$ cat src/rtl/fifo_rd_arbiter.sv
// Round-robin arbiter sharing one FIFO read port among N_REQ requesters.
// Each grant reads up to BURST words. The read data is tagged with the owner's index.
module fifo_rd_arbiter #(
    parameter int N_REQ = 4,
    parameter int DW    = 8,
    parameter int BURST = 4
) (
    input  logic                     r_clk,
    input  logic                     r_rst,
    input  logic [N_REQ-1:0]         req,
    input  logic                     fifo_empty,
    input  logic [DW-1:0]            fifo_rdata,
    output logic                     fifo_rd_en,
    output logic [N_REQ-1:0]         gnt,
    output logic                     out_valid,
    output logic [DW-1:0]            out_data,
    output logic [$clog2(N_REQ)-1:0] out_id,
    output logic                     busy,
    output logic [1:0]               dbg_state_o
);

    localparam int               IW      = $clog2(N_REQ);
    localparam logic [3:0]       CNT_MAX = 4'(BURST);
    localparam logic [N_REQ-1:0] ONE_HOT = N_REQ'(1);

    typedef enum logic [1:0] {
        S_IDLE  = 2'd0,
        S_BURST = 2'd1,
        S_DRAIN = 2'd2
    } state_t;

    state_t           state_q;
    logic [N_REQ-1:0] gnt_q;
    logic [3:0]       cnt_q;
    logic [3:0]       cnt_d;
    logic [IW-1:0]    rr_ptr_q;
    logic [IW-1:0]    owner_q;
    logic             out_valid_q;
    logic [IW-1:0]    out_id_q;

    logic             rd_en;
    logic             win_found;
    logic [IW-1:0]    win_idx;
    logic [IW-1:0]    scan_idx;

    // out_valid is a one-cycle strobe: out_data/out_id are meaningful only while it is high.
    // There is no back-pressure, so the consumer must take the word in that cycle.
    always_comb begin
        rd_en     = (state_q == S_BURST) && req[owner_q] && !fifo_empty && (cnt_q < CNT_MAX);
        cnt_d     = cnt_q + 4'd1;
        win_found = 1'b0;
        win_idx   = '0;
        scan_idx  = '0;
        // The scan runs from the farthest candidate to the nearest one, so the nearest
        // requesting index at or after rr_ptr is the last value written.
        for (int k = N_REQ - 1; k >= 0; k--) begin
            scan_idx = rr_ptr_q + IW'(k);
            if (req[scan_idx]) begin
                win_found = 1'b1;
                win_idx   = scan_idx;
            end
        end
    end

    always_ff @(posedge r_clk or posedge r_rst) begin
        if (r_rst) begin
            state_q     <= S_IDLE;
            gnt_q       <= '0;
            cnt_q       <= '0;
            rr_ptr_q    <= '0;
            owner_q     <= '0;
            out_valid_q <= 1'b0;
            out_id_q    <= '0;
        end else begin
            out_valid_q <= rd_en;
            if (rd_en) begin
                out_id_q <= owner_q;
            end
            case (state_q)
                S_IDLE: begin
                    if (win_found) begin
                        gnt_q    <= ONE_HOT << win_idx;
                        owner_q  <= win_idx;
                        rr_ptr_q <= win_idx + IW'(1);
                        cnt_q    <= '0;
                        state_q  <= S_BURST;
                    end
                end
                S_BURST: begin
                    if (rd_en) begin
                        cnt_q <= cnt_d;
                    end
                    // Ownership ends when the owner drops its request or when the last word is read.
                    if (!req[owner_q] || (rd_en && cnt_d == CNT_MAX)) begin
                        state_q <= S_DRAIN;
                    end
                end
                S_DRAIN: begin
                    gnt_q   <= '0;
                    state_q <= S_IDLE;
                end
                default: begin
                    gnt_q   <= '0;
                    state_q <= S_IDLE;
                end
            endcase
        end
    end

    assign fifo_rd_en  = rd_en;
    assign gnt         = gnt_q;
    assign out_valid   = out_valid_q;
    assign out_data    = fifo_rdata;
    assign out_id      = out_id_q;
    assign busy        = (state_q != S_IDLE);
    assign dbg_state_o = state_q;

endmodule
$ cat config.mk
export PLATFORM = sky130hd
export DESIGN_NAME = fifo_rd_arbiter
export DESIGN_NICKNAME = d
export VERILOG_FILES = /design/src/rtl/fifo_rd_arbiter.sv
export SDC_FILE = /design/constraint.sdc
export NUM_CORES = 1
export LEC_CHECK = 0
export CORE_MARGIN = 1.5
export CORE_UTILIZATION = 40
export CTS_BUF_LIST = sky130_fd_sc_hd__clkbuf_2 sky130_fd_sc_hd__clkbuf_4 sky130_fd_sc_hd__clkbuf_8
export DETAILED_ROUTE_END_ITERATION = 12
export PLACE_DENSITY = 0.78
export SYNTH_ARGS = -nofsm -noshare
export SYNTH_HDL_FRONTEND = slang
export SYNTH_SLANG_ARGS = --single-unit
$ cat constraint.sdc
create_clock -name r_clk -period 1.65 [get_ports r_clk]
set_clock_uncertainty 0.2 [all_clocks]
set_input_delay 0.33 -clock r_clk [delete_from_list [all_inputs] [get_ports r_clk]]
set_output_delay 0.33 -clock r_clk [all_outputs]
set_load 0.01 [all_outputs]
Word-level counts from Yosys, hierarchy flattened

Index checks and enable logic that the tools add are counted.

Add/sub/neg operators: 5
Eq/ne operators: 5
Order comparisons: 6
Reductions and logical operators: 14
Bitwise operators: 1
Multiplexer cells: 26
Shifts and indexed selects: 1

Operators with widths:

| kind                                                       | number |
|---|---|
| case mux 4 bit (2 select lines)                            | 2 |
| less-than comparator 2 x 3 -> 1 bit, second input constant | 5 |
| 2-to-1 mux 2 bit                                           | 6 |
| 2-to-1 mux 4 bit                                           | 3 |
| binary-select mux 1 bit (select 2 bit)                     | 5 |
| 2-to-1 mux 1 bit                                           | 9 |
| AND reduction 2 bit                                        | 3 |
| adder 2 x 1 -> 2 bit, second input constant                | 2 |
| adder 2 bit, second input constant                         | 2 |
| adder 4 x 1 -> 4 bit, second input constant                | 1 |
| equality test 4 x 3 -> 1 bit, second input constant        | 1 |
| logical AND 1 bit                                          | 4 |
| less-than comparator 4 x 3 -> 1 bit, second input constant | 1 |
| inequality test 2 bit, second input constant               | 2 |
| case mux 2 bit (2 select lines)                            | 1 |
| nonzero test 2 bit                                         | 2 |
| left shift 1 x 2 -> 4 bit, first input constant            | 1 |
| AND reduction 3 bit                                        | 1 |
| equality test 2 x 1 -> 1 bit, second input constant        | 1 |
| logical NOT 1 bit                                          | 2 |
| logical NOT 2 bit                                          | 1 |
| inequality test 2 x 1 -> 1 bit, second input constant      | 1 |
| logical OR 1 bit                                           | 1 |
| NOT 1 bit                                                  | 1 |

Output and inout bits: 19
Word-level logic and storage cells: 65
Input bits: 15
Bits in registers: 17

Depth between registers and ports, before layout

Word-level depth: 10
Mapped depth: 6

Worst setup path before layout

OpenSTA, ideal clock, no wires.

Path kind: flip-flop to flip-flop
Start: register rr_ptr_q[0]
End: register gnt_q[0], in the netlist gnt[0]
Path slack: -0.123 ns
Data arrival time: 1.452 ns
Clock period less this slack: 1.773 ns
Stages on the path, launching flop included: 7
Library setup time: 0.121 ns
Cell sequence: dfrtp_1 nand2b_1 a21oi_1 a211oi_1 inv_1 ha_1 a22o_1

Longest elaborated chain between the ends: 10
Elaborated cells on any way between the ends: 24
Those cells by class: add/sub: 3; eq/ne: 1; shift: 1; mux: 18; reduce/logical: 1

Ends and longest elaborated chain:

| what                                   | RTL line | text |
|---|---|---|
| from (decl)                            | 36       | `logic [IW-1:0] rr_ptr_q;` |
| from (signal assigned)                 | 84       | `rr_ptr_q <= win_idx + IW'(1);` |
| adder 2 bit                            | 57       | `scan_idx = rr_ptr_q + IW'(k);` |
| binary-select mux 1 bit (select 2 bit) | 58       | `if (req[scan_idx]) begin` |
| 2-to-1 mux 1 bit (implied by the code) | 58       |  |
| 2-to-1 mux 2 bit (3 in a row)          | 58       |  |
| 2-to-1 mux 2 bit *                     | 58       |  |
| via win_idx[0]                         | 43       | `logic [IW-1:0] win_idx;` |
| left shift 1 x 2 -> 4 bit *            | 82       | `gnt_q <= ONE_HOT << win_idx;` |
| 2-to-1 mux 4 bit *                     | 81       | `if (win_found) begin` |
| case mux 4 bit (2 select lines) *      | 79       | `case (state_q)` |
| to (signal assigned)                   | 82       |  |
| to (decl)                              | 33       | `logic [N_REQ-1:0] gnt_q;` |

Mark *: on every way through the listed nets, which the timed path passes. The rest lies on a longest branch. The select of a mux whose other input is x is not followed.
A chain may end at the register's enable or synchronous reset.

Final worst setup path

Start: register owner_q[0]
End: output fifo_rd_en

Longest elaborated chain between the ends: 5

Ends and longest elaborated chain:

| what                                   | RTL line | text |
|---|---|---|
| from (decl)                            | 37       | `logic [IW-1:0] owner_q;` |
| from (signal assigned)                 | 83       | `owner_q <= win_idx;` |
| binary-select mux 1 bit (select 2 bit) | 49       | `rd_en = (state_q == S_BURST) && req[owner_q] && !fifo_empty && (cnt_q < CNT_MAX);` |
| 2-to-1 mux 1 bit (implied by the code) | 49       |  |
| logical AND 1 bit (3 in a row)         | 49       |  |
| to (decl)                              | 13       | `output logic fifo_rd_en,` |

No other way between the ends. The select of a mux whose other input is x is not followed.

==> reports/summary.txt <==
=========================================================================================
Outcome .................................................................... complete, but fails checks
Failing checks ............................................................. negative setup slack
Final worst path period share ..............................................         121%
Area of the multi-input gates ..............................................      513 um2
Residual antenna-violating net count after detailed routing ................            0
Total area of sequential cells .............................................      427 um2
Grt ovf ....................................................................            0
Number of DRC violations after detailed routing ............................            0
Number of nets in the finished design ......................................          147
Total global-route track usage .............................................        20.6%
Number of vias per cell ....................................................         4.97
Antenna Cells ..............................................................            0
Leakage power ..............................................................  0.000735 uW
Data arrival time of the critical path .....................................      1460 ps
Cell family with the largest share of critical-path delay .................. simple AND/OR/NAND/NOR gates
Vias in the first global route .............................................          854
Worst-case clock buffer depth ..............................................            2
Sequential Power Share .....................................................        28.8%
Initial drt markers ........................................................            4
Aggregate negative setup slack .............................................     -1530 ps
Sequence of cells on the critical path ..................................... or3b_1 > o22ai_2 > nand2_2 > inv_2 > buf_6
Yosys reg bits .............................................................           17
Number of buffers and inverters on the critical path .......................            2
Fin worst setup slack ......................................................      -341 ps
Crit Reg-Reg Endpoint ...................................................... owner_q[0]$_DFFE_PP0P_
Antenna violations before repair ...........................................            0
Class of the tightest hold or removal check ................................     in2async
Gate count after technology mapping ........................................           86
Post-synthesis instance area ...............................................      908 um2
RePlAce Congestion .........................................................        0.769
Final core utilization .....................................................        65.6%
Mean instance size in the synthesized netlist ..............................     10.6 um2
Cell internal pwr ..........................................................      1510 uW
Area enclosed by the die boundary ..........................................     2570 um2
First-pass GRT wire length .................................................      3.85 mm
Count of warnings emitted by yosys .........................................            0
Endpoints failing setup ....................................................           13
Post-synth EDFFs ...........................................................            0
Depth of the CTS H-tree ....................................................            1
Master of the slowest instance on the critical path ........................ sky130_fd_sc_hd__or3b_1
Relative slew slack ........................................................        82.0%
Layout overhead on the synthesized area ....................................        56.6%
Slew of the pin with the lowest slew margin ................................       269 ps
Max capacitance violation total ............................................            0
Highest net fanout along the worst path ....................................            2
Routed Wire Length .........................................................      2.24 mm
Worst-Skew Late Latency ....................................................       300 ps
Inst Count DP ..............................................................          139
Pins over their slew limit .................................................            0
TritonCTS buffer count .....................................................            3
Routed len/inst ............................................................      14.5 um
Maximum ir drop on the vdd rail ............................................      1040 uV
Achievable clock frequency .................................................      502 MHz
Area of the core ...........................................................     2170 um2
Die Ht .....................................................................      50.7 um
Sum of net half-perimeters after detailed placement ........................      1.44 mm
Final instance count without filler cells ..................................          154
Via count of the routed design .............................................          766
Number of top-level pins ...................................................           34
Element type at the critical path start ....................................    flip-flop
Beginning of the worst register-to-register path ........................... dbg_state_o[1]$_DFFE_PP0P_
RSZ-0062 raised after global routing .......................................          yes
Clk slew on worst S/H paths ................................................       100 ps
Share of layout cells above drive strength 1 ...............................        50.8%
Hold_buf cts ...............................................................            0
CP endpoint kind ...........................................................  output port
Number of cells on the worst reg-to-reg path ...............................            6
PnR Total Power ............................................................      2360 uW
Clk network pwr share ......................................................        10.2%
Combinational power share ..................................................        60.9%
Port-buffer cells ..........................................................           17
Proportion of register bits with asynchronous set or reset after synthesis .         100%
Largest net degree at the start of global routing ..........................           18
Slowest Stage Delay on Critical Path .......................................       400 ps
Post-placement setup slack .................................................      -645 ps
Final critical-path required period ........................................      1990 ps
Clock sink total ...........................................................           17
Count of unique library cells instantiated by Yosys ........................           26
Sequential area share after synthesis ......................................        46.8%
Switching power as a share of total power ..................................        36.0%
First-pass detailed-route iteration total ..................................            3
Cell Pwr Density ...........................................................  1660 nW/um2
Hold Vio Cnt, Final ........................................................            0
Most used flip-flop cell after synthesis ................................... sky130_fd_sc_hd__dfrtp_1
Minimum setup slack among reg-to-reg paths .................................      -150 ps
WS Path Type ...............................................................      reg2out
Number of nets produced by synthesis .......................................          106
Layout filler cell count ...................................................          173
CTS Root Cell .............................................................. sky130_fd_sc_hd__clkbuf_4
Clock tree from TritonCTS ..................................................        built
Starting density of the core ...............................................        41.9%
Overall die width ..........................................................      50.7 um
Number of placement rows ...................................................           17
Endpoint required time on the critical path ................................      1120 ps
Psw ........................................................................       852 uW
=========================================================================================
-- final cells by class --
class                   count  share of cell area, %
well taps                  28                   2.46
repair buffers             44                   27.5
inverters                   7                   1.85
flip-flops and latches     17                   30.0
multi-input cells          54                   36.1
clock buffers               4                   2.11
-- sequential cells by signal, indices dropped and copies added, names as in the netlist --
name	count
cnt_q	4
dbg_state_o	2
gnt	4
out_valid	1
owner_q	2
rr_ptr_q	2
out_id	2
-- how the worst max path moves through the flow --
stage | cells past startpoint | end | slack (ps) | startpoint
global placement | 6 | fifo_rd_en | -620 | req[3]
finish | 5 | fifo_rd_en | -340 | owner_q[0]$_DFFE_PP0P_
global route | 5 | fifo_rd_en | -430 | dbg_state_o[1]$_DFFE_PP0P_
detailed placement | 6 | fifo_rd_en | -650 | req[1]
floorplan | 4 | out_id[1]$_DFFE_PP0P_ | -60 | dbg_state_o[1]$_DFFE_PP0P_
CTS | 5 | fifo_rd_en | -360 | dbg_state_o[1]$_DFFE_PP0P_
-- synthesized netlist by cell type, types with 4 or more instances --
library cell | instances | area share (%)
sky130_fd_sc_hd__dfrtp_1 | 17 | 47
sky130_fd_sc_hd__buf_4 | 8 | 6.6
sky130_fd_sc_hd__nand2_1 | 8 | 3.3
sky130_fd_sc_hd__inv_1 | 7 | 2.9
sky130_fd_sc_hd__nor2_1 | 6 | 2.5
sky130_fd_sc_hd__ha_1 | 5 | 6.9
sky130_fd_sc_hd__a21oi_1 | 4 | 2.2
sky130_fd_sc_hd__a22o_1 | 4 | 3.9
sky130_fd_sc_hd__mux2i_1 | 4 | 4.4
-- routing by layer --
metal / global-route usage (%) / share of wire, %
met4: 8.11 / 1.7
met5: 0 / 0
met3: 7.44 / 4.4
met2: 36.6 / 56
met1: 21.9 / 38
-- power groups by stage --
stage | sequential (uW) | combinational, uW | clock (uW)
2_1_floorplan | 749 | 533 | 0
3_3_place_gp | 679 | 1070 | 0
3_5_place_dp | 692 | 1100 | 0
4_1_cts | 682 | 1290 | 254
5_1_grt | 701 | 1570 | 267
6_report | 681 | 1440 | 242
-- layout by cell type (no fill, tap or decap), types with 2 or more instances in the layout --
cell,Yosys,layout
sky130_fd_sc_hd__a22o_1,4,4
sky130_fd_sc_hd__mux2_4,2,4
sky130_fd_sc_hd__clkbuf_4,0,4
sky130_fd_sc_hd__ha_2,0,3
sky130_fd_sc_hd__nand3b_1,2,2
sky130_fd_sc_hd__dfrtp_1,17,16
sky130_fd_sc_hd__buf_4,8,18
sky130_fd_sc_hd__inv_2,0,2
sky130_fd_sc_hd__a21oi_2,0,2
sky130_fd_sc_hd__o22ai_2,1,2
sky130_fd_sc_hd__clkdlybuf4s50_1,0,2
sky130_fd_sc_hd__nand2_1,8,7
sky130_fd_sc_hd__inv_1,7,5
sky130_fd_sc_hd__nand2b_4,0,2
sky130_fd_sc_hd__or2_4,0,2
sky130_fd_sc_hd__buf_6,0,12
sky130_fd_sc_hd__dlygate4sd2_1,0,11
sky130_fd_sc_hd__mux2i_1,4,4
sky130_fd_sc_hd__nor2_1,6,5
-- cell families (layout without fill, tap and decap cells) --
family / Yosys count / in the layout / synth area share [%]
and+or+nand+nor: 29 / 29 / 16.9
DFF: 17 / 17 / 46.8
buffers and inverters: 15 / 55 / 9.50
AOI/OAI and AO/OA: 12 / 12 / 9.64
muxes: 8 / 8 / 10.2
adders and majority gates: 5 / 5 / 6.89
-- worst register-to-register path, stage by stage, from the launching register on --
cell and delay, ps:
sky130_fd_sc_hd__dfrtp_1 390, sky130_fd_sc_hd__buf_4 140, sky130_fd_sc_hd__buf_6 120, sky130_fd_sc_hd__or2_4 240, sky130_fd_sc_hd__buf_4 140, sky130_fd_sc_hd__nor2_4 150
sky130_fd_sc_hd__mux2_4 310
-- metrics by stage --
stage | area (um2) | hold slack, ps
after CTS | 1360 | 147
after global placement | 1190 | 268
final | 1420 | 143
after global routing | 1420 | 175
after detailed placement | 1190 | 280
after floorplan | 925 | 56.0
-- timing repair --
item / in CTS / in global routing
endpoints found under the setup margin: 25 / 18
pin swaps: 11 / 8
resized for setup: 51 / 10
setup buffers: 7 / 5
Note: power is estimated with default switching activity, not from simulation.
